$ cat src/rtl/opb_status_bank.sv
// opb_status_bank: multi-channel OPB status register bank.
// Sticky capture, atomic snapshot, and a control/status word.
//
// Ports:
//   OPB_Clk, OPB_Rst        clock, async active-high reset
//   OPB_ABus/BE/DBus/RNW    OPB slave request (IBM bit order, [0] = MSB)
//   OPB_select, OPB_seqAddr transfer request (seqAddr unused)
//   Sl_DBus, Sl_xferAck     registered read data and one-cycle ack
//   Sl_errAck/retry/toutSup tied low
//   user_data_in            C_NUM_CH x 32-bit status words, ch i at [32i+:32]
//   user_snap               single-cycle snapshot strobe
module opb_status_bank #(
    parameter int                      C_OPB_AWIDTH = 32,
    parameter int                      C_OPB_DWIDTH = 32,
    parameter logic [C_OPB_AWIDTH-1:0] C_BASEADDR   = 32'h0110_0100,
    parameter logic [C_OPB_AWIDTH-1:0] C_HIGHADDR   = 32'h0110_01FF,
    parameter int                      C_NUM_CH     = 4,
    parameter logic [C_NUM_CH-1:0]     C_STICKY_CH  = '0,
    parameter                          C_FAMILY     = "virtex6"
) (
    input  logic                      OPB_Clk,
    input  logic                      OPB_Rst,
    input  logic [0:C_OPB_AWIDTH-1]   OPB_ABus,
    input  logic [0:C_OPB_DWIDTH/8-1] OPB_BE,
    input  logic [0:C_OPB_DWIDTH-1]   OPB_DBus,
    input  logic                      OPB_RNW,
    input  logic                      OPB_select,
    input  logic                      OPB_seqAddr,
    output logic [0:C_OPB_DWIDTH-1]   Sl_DBus,
    output logic                      Sl_xferAck,
    output logic                      Sl_errAck,
    output logic                      Sl_retry,
    output logic                      Sl_toutSup,
    input  logic [C_NUM_CH*32-1:0]    user_data_in,
    input  logic                      user_snap
);

    typedef enum logic [1:0] {
        ST_IDLE,
        ST_ACK,
        ST_HOLD
    } state_t;

    localparam bit FAMILY_SET = (C_FAMILY != "");

    state_t state_q;
    logic   xfer_ack_q;
    logic [31:0] dbus_q;

    logic [C_NUM_CH-1:0][31:0] cap_q, cap_d;
    logic [C_NUM_CH-1:0][31:0] snap_q, snap_d;
    logic [15:0] snap_cnt_q, snap_cnt_d;
    logic        live_q, live_d;

    logic [C_OPB_AWIDTH-1:0] addr;
    logic [C_OPB_AWIDTH-1:0] rel;
    logic [C_OPB_AWIDTH-1:0] off;
    logic [31:0] wdata;
    logic [31:0] rdata;
    logic        in_win;
    logic        is_ctrl;
    logic        accept;
    logic        wr_ctrl;
    logic        do_snap;
    logic        do_clr;
    logic        unused_ok;

    // Vector assignment keeps MSB on MSB, so addr/wdata are value-weighted.
    assign addr   = OPB_ABus;
    assign wdata  = OPB_DBus;
    assign rel    = addr - C_BASEADDR;
    assign off    = rel >> 2;
    assign in_win = (addr >= C_BASEADDR) && (addr <= C_HIGHADDR);
    assign is_ctrl = (off == C_OPB_AWIDTH'(C_NUM_CH));
    assign accept = (state_q == ST_IDLE) && OPB_select && in_win;

    assign Sl_DBus    = dbus_q;
    assign Sl_xferAck = xfer_ack_q;
    assign Sl_errAck  = 1'b0;
    assign Sl_retry   = 1'b0;
    assign Sl_toutSup = 1'b0;

    assign unused_ok = ^{OPB_seqAddr, OPB_BE[0:2], wdata[31:3], FAMILY_SET};

    // Read mux: sees register values from before the decode edge.
    always_comb begin
        rdata = '0;
        for (int i = 0; i < C_NUM_CH; i++) begin
            if (off == C_OPB_AWIDTH'(i)) begin
                rdata = live_q ? cap_q[i] : snap_q[i];
            end
        end
        if (is_ctrl) begin
            rdata = {snap_cnt_q, 8'(C_NUM_CH), 5'b0, live_q, 2'b0};
        end
    end

    // Control side effects take hold on the same edge that decodes the write.
    always_comb begin
        wr_ctrl = accept && !OPB_RNW && is_ctrl && OPB_BE[3];
        do_snap = user_snap || (wr_ctrl && wdata[0]);
        do_clr  = wr_ctrl && wdata[1];
        live_d  = wr_ctrl ? wdata[2] : live_q;
        snap_cnt_d = snap_cnt_q + {15'b0, do_snap};
        cap_d  = cap_q;
        snap_d = snap_q;
        for (int i = 0; i < C_NUM_CH; i++) begin
            // A clear reloads with this cycle's data rather than zero.
            if (C_STICKY_CH[i] && !do_clr) begin
                cap_d[i] = cap_q[i] | user_data_in[32*i +: 32];
            end else begin
                cap_d[i] = user_data_in[32*i +: 32];
            end
            if (do_snap) begin
                snap_d[i] = cap_q[i];
            end
        end
    end

    always_ff @(posedge OPB_Clk or posedge OPB_Rst) begin
        if (OPB_Rst) begin
            cap_q      <= '0;
            snap_q     <= '0;
            snap_cnt_q <= '0;
            live_q     <= 1'b1;
        end else begin
            cap_q      <= cap_d;
            snap_q     <= snap_d;
            snap_cnt_q <= snap_cnt_d;
            live_q     <= live_d;
        end
    end

    // HOLD keeps a held select from being decoded twice.
    always_ff @(posedge OPB_Clk or posedge OPB_Rst) begin
        if (OPB_Rst) begin
            state_q    <= ST_IDLE;
            xfer_ack_q <= 1'b0;
            dbus_q     <= '0;
        end else begin
            unique case (state_q)
                ST_IDLE: begin
                    if (accept) begin
                        state_q    <= ST_ACK;
                        xfer_ack_q <= 1'b1;
                        dbus_q     <= OPB_RNW ? rdata : 32'h0;
                    end
                end
                ST_ACK: begin
                    state_q    <= ST_HOLD;
                    xfer_ack_q <= 1'b0;
                    dbus_q     <= '0;
                end
                ST_HOLD: begin
                    state_q    <= ST_IDLE;
                    xfer_ack_q <= 1'b0;
                    dbus_q     <= '0;
                end
                default: begin
                    state_q    <= ST_IDLE;
                    xfer_ack_q <= 1'b0;
                    dbus_q     <= '0;
                end
            endcase
        end
    end

endmodule

$ cat config.mk
export PLATFORM = sky130hd
export DESIGN_NAME = opb_status_bank
export DESIGN_NICKNAME = d
export VERILOG_FILES = /design/src/rtl/opb_status_bank.sv
export SDC_FILE = /design/constraint.sdc
export NUM_CORES = 1
export LEC_CHECK = 0
export CELL_PAD_IN_SITES_DETAIL_PLACEMENT = 1
export CELL_PAD_IN_SITES_GLOBAL_PLACEMENT = 2
export CORE_UTILIZATION = 32
export DETAILED_ROUTE_END_ITERATION = 7
export GPL_ROUTABILITY_DRIVEN = 0
export PLACE_DENSITY = 0.72
export SYNTH_ARGS = -nofsm -noshare
export SYNTH_HDL_FRONTEND = slang
export SYNTH_SLANG_ARGS = --single-unit
$ cat constraint.sdc
create_clock -name OPB_Clk -period 9.8 [get_ports OPB_Clk]
set_input_delay 1.96 -clock OPB_Clk [delete_from_list [all_inputs] [get_ports OPB_Clk]]
set_output_delay 1.96 -clock OPB_Clk [all_outputs]
set_load 0.005 [all_outputs]
Yosys cells after proc, flatten, opt, wreduce, memory -nomap -nowiden
Cells that the tools add are included. W data, S select, Z words.

Register bits after elaboration: 308. Bits in latches: 0. Bits in writable memories: 0. ROM bits: 0. Bits of input ports: 202. Output and inout port bits: 36. Memories kept: 0.

Add/sub/neg operators: 2. Multipliers: 0. Div/mod/pow operators: 0. $lt $le $gt $ge: 2. Equality and inequality tests: 6. Shift-type cells: 0. Muxes and demuxes: 16. Bitwise gates (word level): 0. Reduce and logical (&&, ||, !) cells: 11.

Operators by type and width (number): $mux W32 (12); $eq A30 B2 Y1 const B (2); $ge A32 B25 Y1 const B (1); $le A32 B25 Y1 const B (1); $logic_not A32 Y1 (1); $sub A32 B25 Y32 const B (1); $eq A30 B1 Y1 const B (1); $eq A30 B3 Y1 const B (1); $add A16 B1 Y16 (1); $logic_and A1 B1 Y1 (7); $pmux W2 S2 (1); $eq A2 B1 Y1 const B (1); $logic_not A2 Y1 (1); $mux W1 (2); $mux W2 (1); $ne A2 B2 Y1 const B (1); $logic_not A1 Y1 (1); $logic_or A1 B1 Y1 (1).

Logic depth before layout (Yosys ltp)
Gate-level depths: netlist (run 1).

Word-level depth: 10. Mapped depth: 16. Gate-level depth less buffers: 13.

Worst setup path after synthesis (run 1)
Ideal clock, no wire load.

Kind: input-to-reg. Start point: in OPB_ABus[8] in the netlist's numbering. End point: reg snap_cnt_q[12]. Setup time: 0.123 ns. Arrival: 4.854 ns. Setup slack: 4.823 ns. Stages on the path: 14. Buffers on the path: 1. Path through: or3_1 nand4b_1 a211o_1 a211o_2 nor4_4 a21oi_2 inv_2 buf_4 ha_1 ha_1 nand2_1 nor2_1 nand3_1 xnor2_1.

Longest elaborated chain between the ends: 9. Elaborated cells between the ends (all ways): 12.

RTL lines: start, declared (line 23) `input logic [0:C_OPB_AWIDTH-1] OPB_ABus,`; branches (longest 4 deep; another with $sub A32 B25 Y32); $logic_and A1 B1 Y1 (*) (2 in series) (line 100) `wr_ctrl = accept && !OPB_RNW && is_ctrl && OPB_BE[3];`; $logic_and A1 B1 Y1 (*) (line 101) `do_snap = user_snap || (wr_ctrl && wdata[0]);`; $logic_or A1 B1 Y1 (*) (line 101); $add A16 B1 Y16 (*) (line 104) `snap_cnt_d = snap_cnt_q + {15'b0, do_snap};`; named net snap_cnt_d[12] (line 52) `logic [15:0] snap_cnt_q, snap_cnt_d;`; end signal, assigned (line 129) `snap_cnt_q <= snap_cnt_d;`; end, declared (line 52).

Mark *: on every way through the listed nets, which the timed path passes. A chain may end at the register's enable or synchronous reset.

Worst setup path after layout (run 1)
Start point: in OPB_ABus[16] in the netlist's numbering. End point: reg snap_cnt_q[12].

Same word-level chain as after synthesis.

==> results of run 1 <==
power by group through the flow:
stage / Combinational (W) / Clock, W / Sequential, W
floorplan: 0.000154 / 0 / 0.00142
global placement: 0.000255 / 0 / 0.00143
detailed placement: 0.000262 / 0 / 0.00144
CTS: 0.000264 / 0.00132 / 0.00142
global route: 0.000285 / 0.00136 / 0.00143
finish: 0.000258 / 0.00127 / 0.00142
per-stage QoR:
step | setup slack [ns] | instance area, um2 | hold slack [ns]
global route | 2.77 | 16800 | 0.472
detailed placement | 2.44 | 15700 | 0.458
floorplan | 3.76 | 13300 | 0.426
finish | 3.05 | 16800 | 0.456
CTS | 3.05 | 16800 | 0.462
global placement | 2.57 | 15700 | 0.451
layer usage:
layer	global-route usage (%)	wire, um	vias up	part of all wire [%]
met2	28.0	17100	169	46
met3	2.60	1490	72	4.0
met4	8.44	1430	0	3.9
met1	25.4	17100	4576	46
li1	-	-	4048	-
met5	0	0	-	0
flip-flops by register name, summed over array words and instances, names as in the netlist:
register and flops:
snap_cnt_q 16, Sl_DBus 32, cap_q 128, snap_q 128, state_q 2, live_q 1
kinds of logic (layout without fill, tap and decap cells):
family	Yosys count	after routing	share of synthesized area (%)
adder cells (fa/ha/maj)	2	2	0.189
AO/OA/AOI/OAI	143	143	8.29
flip-flops	307	307	58.0
AND/OR/NAND/NOR	186	186	8.15
XOR/XNOR	15	15	0.992
multiplexers	254	254	21.4
buffers and inverters	84	279	2.94
other	1	6	0.0283
cells in the final DEF, fill, tap and decap left out, types with 17 or more instances in the layout:
| master | n |
|---|---|
| dfrtp_1 | 306 |
| clkdlybuf4s50_1 | 198 |
| mux2i_1 | 122 |
| mux2_2 | 101 |
| nand4_1 | 37 |
| clkbuf_16 | 36 |
| nand2_1 | 32 |
| mux2_4 | 30 |
| a21oi_1 | 27 |
| nor2_1 | 26 |
| or3_1 | 24 |
| a211oi_1 | 19 |
| a211o_1 | 17 |
worst paths after layout:
path | start | to | slack [ns] | cells after the start
max | OPB_ABus[16] | snap_cnt_q[12] | 3.05 | 15
min | state_q[1] | state_q[1] | 0.46 | 1
max reg2reg | state_q[1] | snap_cnt_q[12] | 5.86 | 14
min reg2reg | state_q[1] | state_q[1] | 0.46 | 1
max in group asynchronous | OPB_Rst | Sl_DBus[11] | 5.83 | 4
min in group asynchronous | OPB_Rst | cap_q[58] | 1.95 | 2
area by class of cell:
cell class | instances | area share (%)
flip-flops and latches | 307 | 45.8
multi-input cells | 603 | 31.0
repair buffers | 212 | 12.5
clock buffers | 48 | 5.81
well taps | 532 | 3.96
clock inverters | 11 | 0.678
inverters | 8 | 0.201
diodes | 3 | 0.0447
==> flow_metrics.tcl, run 1 <==
set metrics [dict create \
    outcome "completed" \
    multiInputGateArea_um2 5200 \
    endpoint_kind "flop" \
    grt_max_degree 129 \
    grt_first_pass_wirelength_mm 58.1 \
    yosysSeqAreaShare_pct 58.0 \
    setup_viol 0 \
    ys_ff_latch 307 \
    max_freq_ghz 0.148 \
    die_y_um 205 \
    p_per_area_nw_per_um2 175 \
    vias 8865 \
    post_cts_resized 0 \
    cts_buffers 36 \
    wire_per_inst_um 21.5 \
    switching_share_pct 23.9 \
    final_cells 1724 \
    grt_pass1_vias 9636 \
    crit_fanout 52 \
    nets 1372 \
    p_leak_nw 6.39 \
    die_x_um 205 \
    antenna_left 0 \
    critPathKind "in -> reg" \
    syn_avg_cell_area_um2 13.3 \
    rsz0062_at_grt "false" \
    htree_levels 2 \
    netlist_top_cells_area "dfrtp_1 (58%), mux2i_1 (9.2%), mux2_2 (8.6%), mux2_4 (3.4%), nand4_1 (1.7%)" \
    synth_top_area_share_pct 57.8 \
    drt_iter0_drc 390 \
    power.internal_w 0.00224 \
    dp_hpwl_mm 24.7 \
    io_pins 238 \
    pwr-share-seq_pct 48.2 \
    post_cts_buffers 0 \
    drive_gt1_share_pct 17.8 \
    worst_setup_path_start_kind "input pin" \
    remaining_drc_errors 0 \
    clock_sinks 307 \
    fin_util_pct 41.1 \
    power.total_w 0.00295 \
    yosysTopAreaCell "dfrtp_1" \
    p_switching_w 0.000705 \
    slowest_stage "or3_1" \
    cp_num_buf_inv 3 \
    path_clk_slew_ns 0.06 \
    yosysWarnings 0 \
    ys_async_sr_fraction_pct 100 \
    cts_tree "built" \
    core_area_um2 40800 \
    syn_to_final_growth_pct 26.8 \
    antenna_found_initial 3 \
    groute.usage.overall_pct 18.2 \
    synth_cells 992 \
    viasPerCell 5.14 \
    dieArea_um2 42200 \
    min_path_type "reg -> reg" \
    worst_slew_pin_slew_ns 1.13 \
    clock_power_share_pct 43.1 \
    drt_wl_total_mm 37.1 \
    seq_area_um2 7690 \
    port_buffers 198 \
    overflow 0 \
    start_util_pct 32.4 \
    syn-cell-area_um2 13200 \
    ys_types 61 \
    insertion_delay_ns 0.57 \
    timing.final.crit_share_pct 68.9 \
    synthMostInstantiatedCell "dfrtp_1" \
    finalHoldViolCount 0 \
    comb_power_share_pct 8.8 \
    synth_common_cells "dfrtp_1 (306), mux2i_1 (122), mux2_2 (101)" \
    synth_flop_cell "dfrtp_1" \
    nFillCells 4225 \
    worst_ir_drop_vdd_uv 130 \
    slew-limit-headroom_pct 24.2 \
    rows 74 \
    worstPathCellList "clkdlybuf4s50_1 -> nor4_4 -> nand4_1 -> or3_1 -> or2_2 -> nor4_4 -> a21oi_4 -> inv_2 -> buf_4 -> ha_1 -> ha_1 -> nand2_1 -> nor2_1 -> nand3_1 -> xnor2_1" \
    critPathMaxStageDelay_ns 0.73 \
    clockRootBuffer "clkbuf_16" \
    finalCriticalPeriod_ns 6.75 \
    cp_data_required_time_ns 10.23 \
    drt-pass1-iter-count 6 \
    finalMaxSlewViolations 0 \
    maxCapViolCount 0 \
    synth_edf_count 0 \
    setup_tns_ns 0 \
    hold_buffers 0 \
    cts_buffer_depth 3 \
    clock_skew_ns 0.0229 \
    dp_cells 1662 \
    critical-path-top-delay-family "simple AND/OR/NAND/NOR gates" \
    crit_arrival_ns 7.19 \
]
(Power assumes the default switching activity.)
==> run 2: changes to the inputs <==
clock period = 5.5 ns   (was 9.8 ns; I/O delays follow)
==> run 2 against run 1 <==
  * The flow now finishes with violations (design-rule violations)
  * Clock power up 82%
  * Via count up 0.63%
  * Total power up 80%
  * Design area up 0.65%
  * Die area unchanged
  * Clock skew up 0.0091 ns
  * Combinational power up 79%
  * Count of clock-buffer cells in the layout up 7
  * Sequential cell count unchanged
  * Critical endpoint is now snap_q[30]
==> flow_metrics.tcl, run 2 (synthesized netlist as in run 1, its figures left out) <==
set metrics [dict create \
    path_clk_slew_ns 0.06 \
    insertion_delay_ns 0.55 \
    worst_slew_pin_slew_ns 1.18 \
    remaining_drc_errors 1 \
    die_y_um 205 \
    post_cts_resized 0 \
    finalCriticalPeriod_ns 4.52 \
    max_freq_ghz 0.221 \
    finalMaxSlewViolations 0 \
    cp.depth 10 \
    mostFrequentLayoutCells "dfrtp_1 (306), clkdlybuf4s50_1 (198), mux2i_1 (122)" \
    syn_to_final_growth_pct 27.6 \
    timing.final.crit_share_pct 82.2 \
    viasPerCell 5.14 \
    slew-limit-headroom_pct 21.3 \
    r2r_cells 6 \
    cts_buffer_depth 3 \
    groute.usage.overall_pct 18.1 \
    htree_levels 2 \
    die_x_um 205 \
    grt_pass1_vias 9667 \
    outcome "finished with violations" \
    start_util_pct 32.4 \
    clock_sinks 307 \
    maxCapViolCount 0 \
    cp_data_required_time_ns 5.91 \
    grt_max_degree 187 \
    nets 1380 \
    antenna_left 0 \
    p_per_area_nw_per_um2 313 \
    drt_iter0_drc 451 \
    endpoint_kind "flop" \
    vias 8921 \
    finalHoldViolCount 0 \
    post-place-ws_ns 0.375 \
    fin_util_pct 41.4 \
    crit_fanout 42 \
    clock_skew_ns 0.0320 \
    rows 74 \
    clockRootBuffer "clkbuf_16" \
    critical-path-top-delay-family "buffers and inverters" \
    worstPathCellList "clkdlybuf4s50_1 -> or3_1 -> or3_1 -> a221oi_2 -> a211o_2 -> nor4_4 -> a21oi_4 -> buf_4 -> buf_4 -> mux2_2" \
    critPathMaxStageDelay_ns 0.67 \
    seq_area_um2 7690 \
    worst_ir_drop_vdd_uv 197 \
    crit_arrival_ns 4.93 \
    drt-pass1-iter-count 6 \
    cts_buffers 36 \
    core_area_um2 40800 \
    power.total_w 0.00529 \
    setup_ws_ns 0.979 \
    wire_per_inst_um 21.4 \
    critPathKind "in -> reg" \
    drt_wl_total_mm 37.1 \
    layout_commonest_cell "dfrtp_1" \
    min_path_type "reg -> reg" \
    nFillCells 4254 \
    min_path_cells 1 \
    port_buffers 198 \
    io_pins 238 \
    grt_first_pass_wirelength_mm 57.7 \
    dp_hpwl_mm 25.0 \
    worst_setup_path_start_kind "input pin" \
    drive_gt1_share_pct 18.2 \
    cts_tree "built" \
    slowest_stage "buf_4" \
    setup_viol 0 \
    overflow 0 \
    setup_tns_ns 0 \
    multiInputGateArea_um2 5200 \
    antenna_found_initial 5 \
    cp_num_buf_inv 3 \
    dieArea_um2 42200 \
    rsz0062_at_grt "false" \
    violations "design-rule violations" \
    post_cts_buffers 0 \
    hold_buffers 0 \
    p_leak_nw 6.44 \
]
[run 2: cell count changes in the layout (fill, tap and decap cells not counted), sizes merged]
cell | before | now
inv | 10 | 9
clkinvlp | 1 | 2
bufinv | 1 | 2
clkinv | 7 | 3
diode | 3 | 4
buf | 14 | 22
clkbuf | 48 | 55
[run 2: layer usage]
metal	share of wire, %	track usage, %
met1	46	24.8
met5	0.046	0
met3	4.2	3.37
met4	3.1	7.41
met2	47	28.0
[run 2: power by group]
group | internal (W) | total, W | switching [W]
logic | 0.000267 | 0.000461 | 0.000194
clock network | 0.00138 | 0.00231 | 0.000928
registers | 0.00243 | 0.00253 | 0.000100
total | 0.00407 | 0.00529 | 0.00122
[run 2: path summary, 6_finish.rpt]
kind / startpoint / endpoint / slack [ns]
worst min register to register: state_q[1] / state_q[1] / 0.46
worst min-delay path: state_q[1] / state_q[1] / 0.46
max in group asynchronous: OPB_Rst / cap_q[97] / 3.44
worst max-delay path: OPB_ABus[8] / snap_q[30] / 0.98
worst max register to register: live_q / Sl_DBus[22] / 2.31
min in group asynchronous: OPB_Rst / cap_q[30] / 1.13
[run 2: worst reg2reg max path, delay by kind of cell, from the launching register on]
family          cells  cell delay (ns)
compound gates      4             0.75
buf+inv             1             0.67
flops               1             1.36
mux                 1             0.27
[run 2: per-stage QoR]
stage	cell area (um2)	std cells	hold slack [ns]
floorplan	13300	994	0.426
global placement	15800	1670	0.449
detailed placement	15800	1670	0.456
CTS	16900	1733	0.468
global route	16900	1737	0.497
finish	16900	1737	0.464
[run 2: layout make-up]
class / instances / share of cell area, %
antenna: 4 / 0.0592
clock buffer: 55 / 6.06
clock inverter: 8 / 0.592
inverter: 8 / 0.200
multi-input combinational: 603 / 30.8
sequential: 307 / 45.5
tap: 532 / 3.94
timing repair buffer: 220 / 12.9
